[src/rtl/audio_pkg.sv]
// ============================================================================
// audio_pkg
// Shared widths, sample type and slot-to-bit mapping for the I2S output stage.
// Revision: 1.0
// ============================================================================
`default_nettype none

package audio_pkg;

  localparam int SAMPLE_W     = 16;
  localparam int SLOTS_PER_CH = 32;
  localparam int TONE_W       = 32;
  localparam int FRAME_SLOTS  = 2 * SLOTS_PER_CH;
  localparam int SLOT_W       = $clog2(FRAME_SLOTS);

  typedef logic signed [SAMPLE_W-1:0] sample_t;

  // Clamp limits expressed at the tone width for signed comparison
  localparam logic signed [TONE_W-1:0] TONE_SAT_HI = 32'sd32767;
  localparam logic signed [TONE_W-1:0] TONE_SAT_LO = -32'sd32768;

  // Slot 0 is the I2S one-BCLK delay; slots 1..16 carry MSB..LSB.
  function automatic logic slot_bit(input sample_t smp, input logic [4:0] slot);
    logic [3:0] idx;
    idx = 4'(5'd16 - slot);
    if (slot >= 5'd1 && slot <= 5'd16)
      return smp[idx];
    return 1'b0;
  endfunction

endpackage

`default_nettype wire

[src/rtl/tone_to_sample.sv]
// ============================================================================
// tone_to_sample
// Shifts the summed tone down and narrows it to a 16-bit sample.
// Saturating clamp when AUDIO_OUT_SATURATE_EN is defined, else wraparound.
// Revision: 1.0
// ============================================================================
`default_nettype none

module tone_to_sample
  import audio_pkg::*;
#(
  parameter int TONE_SHIFT = 15
) (
  input  logic [TONE_W-1:0]   TONE_I,
  output logic [SAMPLE_W-1:0] SAMPLE_O,
  output logic                CLIP_O
);

  logic signed [TONE_W-1:0] w_shifted;

  assign w_shifted = $signed(TONE_I) >>> TONE_SHIFT;

`ifdef AUDIO_OUT_SATURATE_EN
  always_comb begin
    SAMPLE_O = w_shifted[SAMPLE_W-1:0];
    CLIP_O   = 1'b0;
    if (w_shifted > TONE_SAT_HI) begin
      SAMPLE_O = SAMPLE_W'(TONE_SAT_HI);
      CLIP_O   = 1'b1;
    end else if (w_shifted < TONE_SAT_LO) begin
      SAMPLE_O = SAMPLE_W'(TONE_SAT_LO);
      CLIP_O   = 1'b1;
    end
  end
`else
  logic w_unused_hi;

  // Upper bits are discarded by design: plain two's-complement wrap
  assign w_unused_hi = ^w_shifted[TONE_W-1:SAMPLE_W];
  assign SAMPLE_O    = w_shifted[SAMPLE_W-1:0];
  assign CLIP_O      = 1'b0;
`endif

endmodule

`default_nettype wire

[src/rtl/audio_i2s_out.sv]
// ============================================================================
// audio_i2s_out
// Stages the converted tone and serializes it as mono I2S with self-generated
// BCLK/LRCK. Optional saturation: AUDIO_OUT_SATURATE_EN.
// Revision: 1.0
// ============================================================================
`default_nettype none

module audio_i2s_out
  import audio_pkg::*;
#(
  parameter int CLK_DIV    = 8,
  parameter int TONE_SHIFT = 15
) (
  input  logic              CLK,
  input  logic              RESET,
  input  logic [TONE_W-1:0] TONE,
  input  logic              TONE_VALID,
  output logic              SAMPLE_REQ,
  output logic              AUD_BCLK,
  output logic              AUD_DACLRCK,
  output logic              AUD_DACDAT,
  output logic              OVERRUN,
  output logic              UNDERRUN,
  output logic              CLIP
);

  localparam int c_div_w = $clog2(CLK_DIV);
  localparam logic [c_div_w-1:0] c_div_last = c_div_w'(CLK_DIV - 1);

  logic [c_div_w-1:0] r_div_cnt;
  logic               r_bclk;
  logic [SLOT_W-1:0]  r_bit_cnt;
  logic               r_lrck;
  logic               r_dat;
  logic               r_req;
  sample_t            r_out_smp;
  sample_t            r_stage;
  logic               r_stage_full;
  logic               r_first;
  logic               r_ovr;
  logic               r_udr;

  logic               w_div_wrap;
  logic               w_shift;
  logic [SLOT_W-1:0]  w_bit_next;
  logic               w_frame;
  logic [SAMPLE_W-1:0] w_conv;
  logic               w_conv_clip;

  tone_to_sample #(
    .TONE_SHIFT (TONE_SHIFT)
  ) u_conv (
    .TONE_I   (TONE),
    .SAMPLE_O (w_conv),
    .CLIP_O   (w_conv_clip)
  );

  assign w_div_wrap = (r_div_cnt == c_div_last);
  assign w_shift    = w_div_wrap & r_bclk;
  assign w_bit_next = r_bit_cnt + SLOT_W'(1);
  assign w_frame    = w_shift && (w_bit_next == '0);

  always_ff @(posedge CLK) begin
    if (RESET) begin
      r_div_cnt    <= '0;
      r_bclk       <= 1'b0;
      r_bit_cnt    <= '1;
      r_lrck       <= 1'b0;
      r_dat        <= 1'b0;
      r_req        <= 1'b0;
      r_out_smp    <= '0;
      r_stage      <= '0;
      r_stage_full <= 1'b0;
      r_first      <= 1'b1;
      r_ovr        <= 1'b0;
      r_udr        <= 1'b0;
    end else begin
      r_req <= w_frame;

      if (w_div_wrap) begin
        r_div_cnt <= '0;
        r_bclk    <= ~r_bclk;
      end else begin
        r_div_cnt <= r_div_cnt + c_div_w'(1);
      end

      // r_out_smp is already the new word by slot 1, two BCLK halves after the drain
      if (w_shift) begin
        r_bit_cnt <= w_bit_next;
        r_lrck    <= w_bit_next[SLOT_W-1];
        r_dat     <= slot_bit(r_out_smp, w_bit_next[4:0]);
      end

      if (w_frame) begin
        r_first <= 1'b0;
        if (r_stage_full)
          r_out_smp <= r_stage;
        else if (!r_first)
          r_udr <= 1'b1;
      end

      // A strobe coinciding with the drain refills the slot just emptied
      if (TONE_VALID) begin
        r_stage      <= sample_t'(w_conv);
        r_stage_full <= 1'b1;
        if (r_stage_full && !w_frame)
          r_ovr <= 1'b1;
      end else if (w_frame) begin
        r_stage_full <= 1'b0;
      end
    end
  end

`ifdef AUDIO_OUT_SATURATE_EN
  logic r_clip;

  always_ff @(posedge CLK) begin
    if (RESET)
      r_clip <= 1'b0;
    else if (TONE_VALID && w_conv_clip)
      r_clip <= 1'b1;
  end

  assign CLIP = r_clip;
`else
  logic w_unused_clip;

  assign w_unused_clip = w_conv_clip;
  assign CLIP          = 1'b0;
`endif

  assign SAMPLE_REQ  = r_req;
  assign AUD_BCLK    = r_bclk;
  assign AUD_DACLRCK = r_lrck;
  assign AUD_DACDAT  = r_dat;
  assign OVERRUN     = r_ovr;
  assign UNDERRUN    = r_udr;

endmodule

`default_nettype wire

[config.mk]
export PLATFORM = sky130hd
export DESIGN_NAME = audio_i2s_out
export DESIGN_NICKNAME = d
export VERILOG_FILES = /design/src/rtl/audio_pkg.sv /design/src/rtl/tone_to_sample.sv /design/src/rtl/audio_i2s_out.sv
export SDC_FILE = /design/constraint.sdc
export NUM_CORES = 1
export LEC_CHECK = 0
export ABC_AREA = 0
export BUFFER_PORTS_ARGS = -buffer_cell sky130_fd_sc_hd__buf_2
export CAP_MARGIN = 10
export CORE_MARGIN = 3
export CORE_UTILIZATION = 35
export DETAILED_ROUTE_END_ITERATION = 10
export SYNTH_ARGS = -nofsm -noshare
export SYNTH_HDL_FRONTEND = slang
export SYNTH_SLANG_ARGS = --single-unit
export TNS_END_PERCENT = 30
[constraint.sdc]
create_clock -name CLK -period 2.4 [get_ports CLK]
set_clock_uncertainty 0.2 [all_clocks]
set_input_delay 0.24 -clock CLK [delete_from_list [all_inputs] [get_ports CLK]]
set_output_delay 0.24 -clock CLK [all_outputs]
set_load 0.005 [all_outputs]
==> run metrics <==
result of the run=finished clean; Root Buffer Master=sky130_fd_sc_hd__clkbuf_8; Min-Delay Path Class=input port to flop; leakage dissipation=1.21 nW; Slew HR=65.9%; clk buf depth=2; wire length per cell=12.0 um; area of the mapped netlist=0.00210 sq mm; dominant combinational cell family by area after synthesis=multiplexers; TritonCTS sink count=49; maximum fanout along the worst path=10; Worst Hold Path Cells=2; Ports=42; per-cell via count in the routed design=4.78; Die Width=83.5 um; final routed wirelength across all metal layers=3.84 mm; core occupancy in the finished layout=45.3%; dpl cells=296; area share of xor/xnor cells in the synthesized design=1.25%; number of antenna repair diodes=0; Power Density=596 mW/mm^2; setup slack after placement=0.0621 ns; CTS tree=built; count of unique library cells instantiated by Yosys=36; Num CTS Buffers=5; adder-cell share of the synthesized area=2.38%; half-perimeter wire length after placement=2.60 mm; number of antenna violations at the first check in global routing=0; synthesized-area fraction occupied by and/or/nand/nor cells=15.7%; post-route DRC violation count=0; Hold Startpoint=RESET; Mapped Nets=247; Total Negative Setup Slacks=0 ns; Clock Latency Late Sink=0.30 ns; setup slack after layout=0.159 ns; final worst path period share=93.4%; worst endpoint required time=2.40 ns; number of standard cells in the final layout excluding fillers=319; DR pass1 iterations=6; Period minus WS final=2.24 ns; global-route wire length before repair=6.76 mm; overall power=1.52 mW; clock transition at the registers of the reported paths=0.09 ns; Placed Instance Area=0.00229 sq mm; RSZ-0062 raised after global routing=false; Worst Tran Pin Value=0.512 ns; Post-Syn Instances=208; IR drop worst, VDD=0.291 mV; fin area=0.00255 sq mm; area used by multi-input combinational logic=0.00102 sq mm; share of the synthesized area in compound gates (AO/OA/AOI/OAI)=9.42%; endpoint class of the critical path=flop; maximum number of pins on one net before global-route repair=38; via count of the first global-routing pass=1461; FF-to-FF Start=r_bit_cnt[0]$_SDFFE_PP1P_; sort of element at the start of the critical path=flop; final hold violation count=0; total routing usage reported by global routing=11.7%; grt total ovfl=0; Syn-to-layout area delta=21.7%; commonest non-fill, non-tap cell in the layout=sky130_fd_sc_hd__dfxtp_1; Core Footprint=0.00564 sq mm; Final GP Congestion=0.793; total vias in the final route=1524; max-cap violation count=0; standard-cell rows=27; IO Port Bufs=24; number of max-slew violations in the final report=0; highest-count cells in the layout ignoring fill and taps=sky130_fd_sc_hd__dfxtp_1, sky130_fd_sc_hd__nor2_1, sky130_fd_sc_hd__mux2i_1; maximum clock frequency=0.446 GHz; fraction of final layout cells with drive strength greater than 1=20.6%; maximum level of the CTS H-tree=2; number of synthesized flops with an enable pin=0; proportion of synthesized chip area in sequential cells=46.7%; kind of critical path=flop to flop; share of cell area taken by muxes after synthesis=19.5%; post-synthesis sequential element count=49; Fin Hold WS=0.00865 ns; number of synthesis warnings=0; die height=83.5 um; Starting Density=37.2%; endpoint of the worst-slack reg-to-reg timing path=AUD_DACDAT$_SDFFE_PP0P_; final-layout fill cell count=527; Die Outline Area=0.00696 sq mm; fraction of synthesis flops using an asynchronous set or reset pin=0%; post-synthesis area per instance=10.1 sq um; number of DRC markers in iteration 0=69; number of cell instances on the worst register-to-register path=8; most used flip-flop cell after synthesis=sky130_fd_sc_hd__dfxtp_1; register-to-register setup slack=0.16 ns; antenna-violating nets left=0; setup violation total in the final timing report=0; capture endpoint of the worst hold path=AUD_DACLRCK$_SDFFE_PP0P_; number of nets at the end of the flow=285; FF/Latch Area=981 sq um; signal arrival time at the worst endpoint=2.24 ns
-- where the power goes --
| part | switching [mW] | internal [mW] |
|---|---|---|
| Combinational | 0.0390 | 0.0499 |
| Sequential | 0.0126 | 0.835 |
| Clock | 0.273 | 0.312 |
-- per-layer routing --
layer / vias up / routed length [um] / global-route usage [%] / share of wire (%)
li1: 801 / - / - / -
met1: 693 / 1860 / 15.2 / 48
met2: 25 / 1810 / 19.0 / 47
met3: 5 / 118 / 2.76 / 3.1
met4: 0 / 55 / 4.39 / 1.4
met5: - / 0 / 0 / 0
-- registers in the layout, indices dropped and copies added, names as in the netlist, 3 cells and up --
name and count:
r_bit_cnt 6, r_div_cnt 3, r_out_smp 16, r_stage 16
-- cell usage after synthesis, types with 3 or more instances --
cell type / count / area, sq um
sky130_fd_sc_hd__nand2_1: 9 / 33.8
sky130_fd_sc_hd__o21ai_0: 3 / 15.0
sky130_fd_sc_hd__ha_1: 4 / 50.1
sky130_fd_sc_hd__a21oi_1: 5 / 25.0
sky130_fd_sc_hd__nor3b_1: 3 / 22.5
sky130_fd_sc_hd__a211o_1: 3 / 26.3
sky130_fd_sc_hd__buf_4: 3 / 22.5
sky130_fd_sc_hd__a31oi_1: 3 / 18.8
sky130_fd_sc_hd__buf_2: 5 / 25.0
sky130_fd_sc_hd__dfxtp_1: 49 / 981
sky130_fd_sc_hd__mux2i_1: 32 / 320
sky130_fd_sc_hd__clkbuf_1: 5 / 18.8
sky130_fd_sc_hd__xnor2_1: 3 / 26.3
sky130_fd_sc_hd__mux4_2: 4 / 90.1
sky130_fd_sc_hd__nor2_1: 41 / 154
sky130_fd_sc_hd__nor3_1: 5 / 25.0
sky130_fd_sc_hd__nand3_1: 6 / 30.0
-- how the worst max path moves through the flow --
| stage | start | end | slack (ns) | depth (start not counted) |
|---|---|---|---|---|
| 2_1_floorplan | r_bit_cnt[0]$_SDFFE_PP1P_ | AUD_DACDAT$_SDFFE_PP0P_ | 0.15 | 10 |
| 3_3_place_gp | r_bit_cnt[0]$_SDFFE_PP1P_ | AUD_DACDAT$_SDFFE_PP0P_ | 0.11 | 8 |
| 3_5_place_dp | r_bit_cnt[0]$_SDFFE_PP1P_ | AUD_DACDAT$_SDFFE_PP0P_ | 0.06 | 8 |
| 4_1_cts | r_bit_cnt[0]$_SDFFE_PP1P_ | AUD_DACDAT$_SDFFE_PP0P_ | 0.04 | 8 |
| 5_1_grt | r_bit_cnt[0]$_SDFFE_PP1P_ | AUD_DACDAT$_SDFFE_PP0P_ | 0.04 | 8 |
| 6_report | r_bit_cnt[0]$_SDFFE_PP1P_ | AUD_DACDAT$_SDFFE_PP0P_ | 0.16 | 8 |
-- kinds of logic after synthesis --
kind of cell / after synthesis
simple gates: 73
flops: 49
mux: 36
compound gates: 24
buf+inv: 18
fa+ha+maj: 4
xor+xnor: 3
other cells: 1
-- worst max-delay path, cell delays in order, from the launching register on --
cell	delay (ns)
sky130_fd_sc_hd__dfxtp_1	0.35
sky130_fd_sc_hd__inv_2	0.07
sky130_fd_sc_hd__ha_2	0.46
sky130_fd_sc_hd__nor2_1	0.08
sky130_fd_sc_hd__a211o_1	0.30
sky130_fd_sc_hd__a21boi_1	0.24
sky130_fd_sc_hd__a211o_1	0.14
sky130_fd_sc_hd__nand3_1	0.08
sky130_fd_sc_hd__a32o_1	0.22
-- layout make-up --
class | instances | area share (%)
Clock buffer | 5 | 2.69
Inverter | 3 | 0.441
Tap cell | 72 | 3.53
Sequential cell | 49 | 38.4
Multi-Input combinational cell | 141 | 40.0
Timing Repair Buffer | 46 | 13.1
Clock inverter | 3 | 1.81
-- what timing repair did --
item | in CTS | in global routing
setup endpoints to repair | 0 | 1
gates resized for setup | 0 | 2
hold endpoints to repair | 15 | 0
hold buffers | 15 | 0
setup buffers | 0 | 0
(Power assumes the default switching activity.)
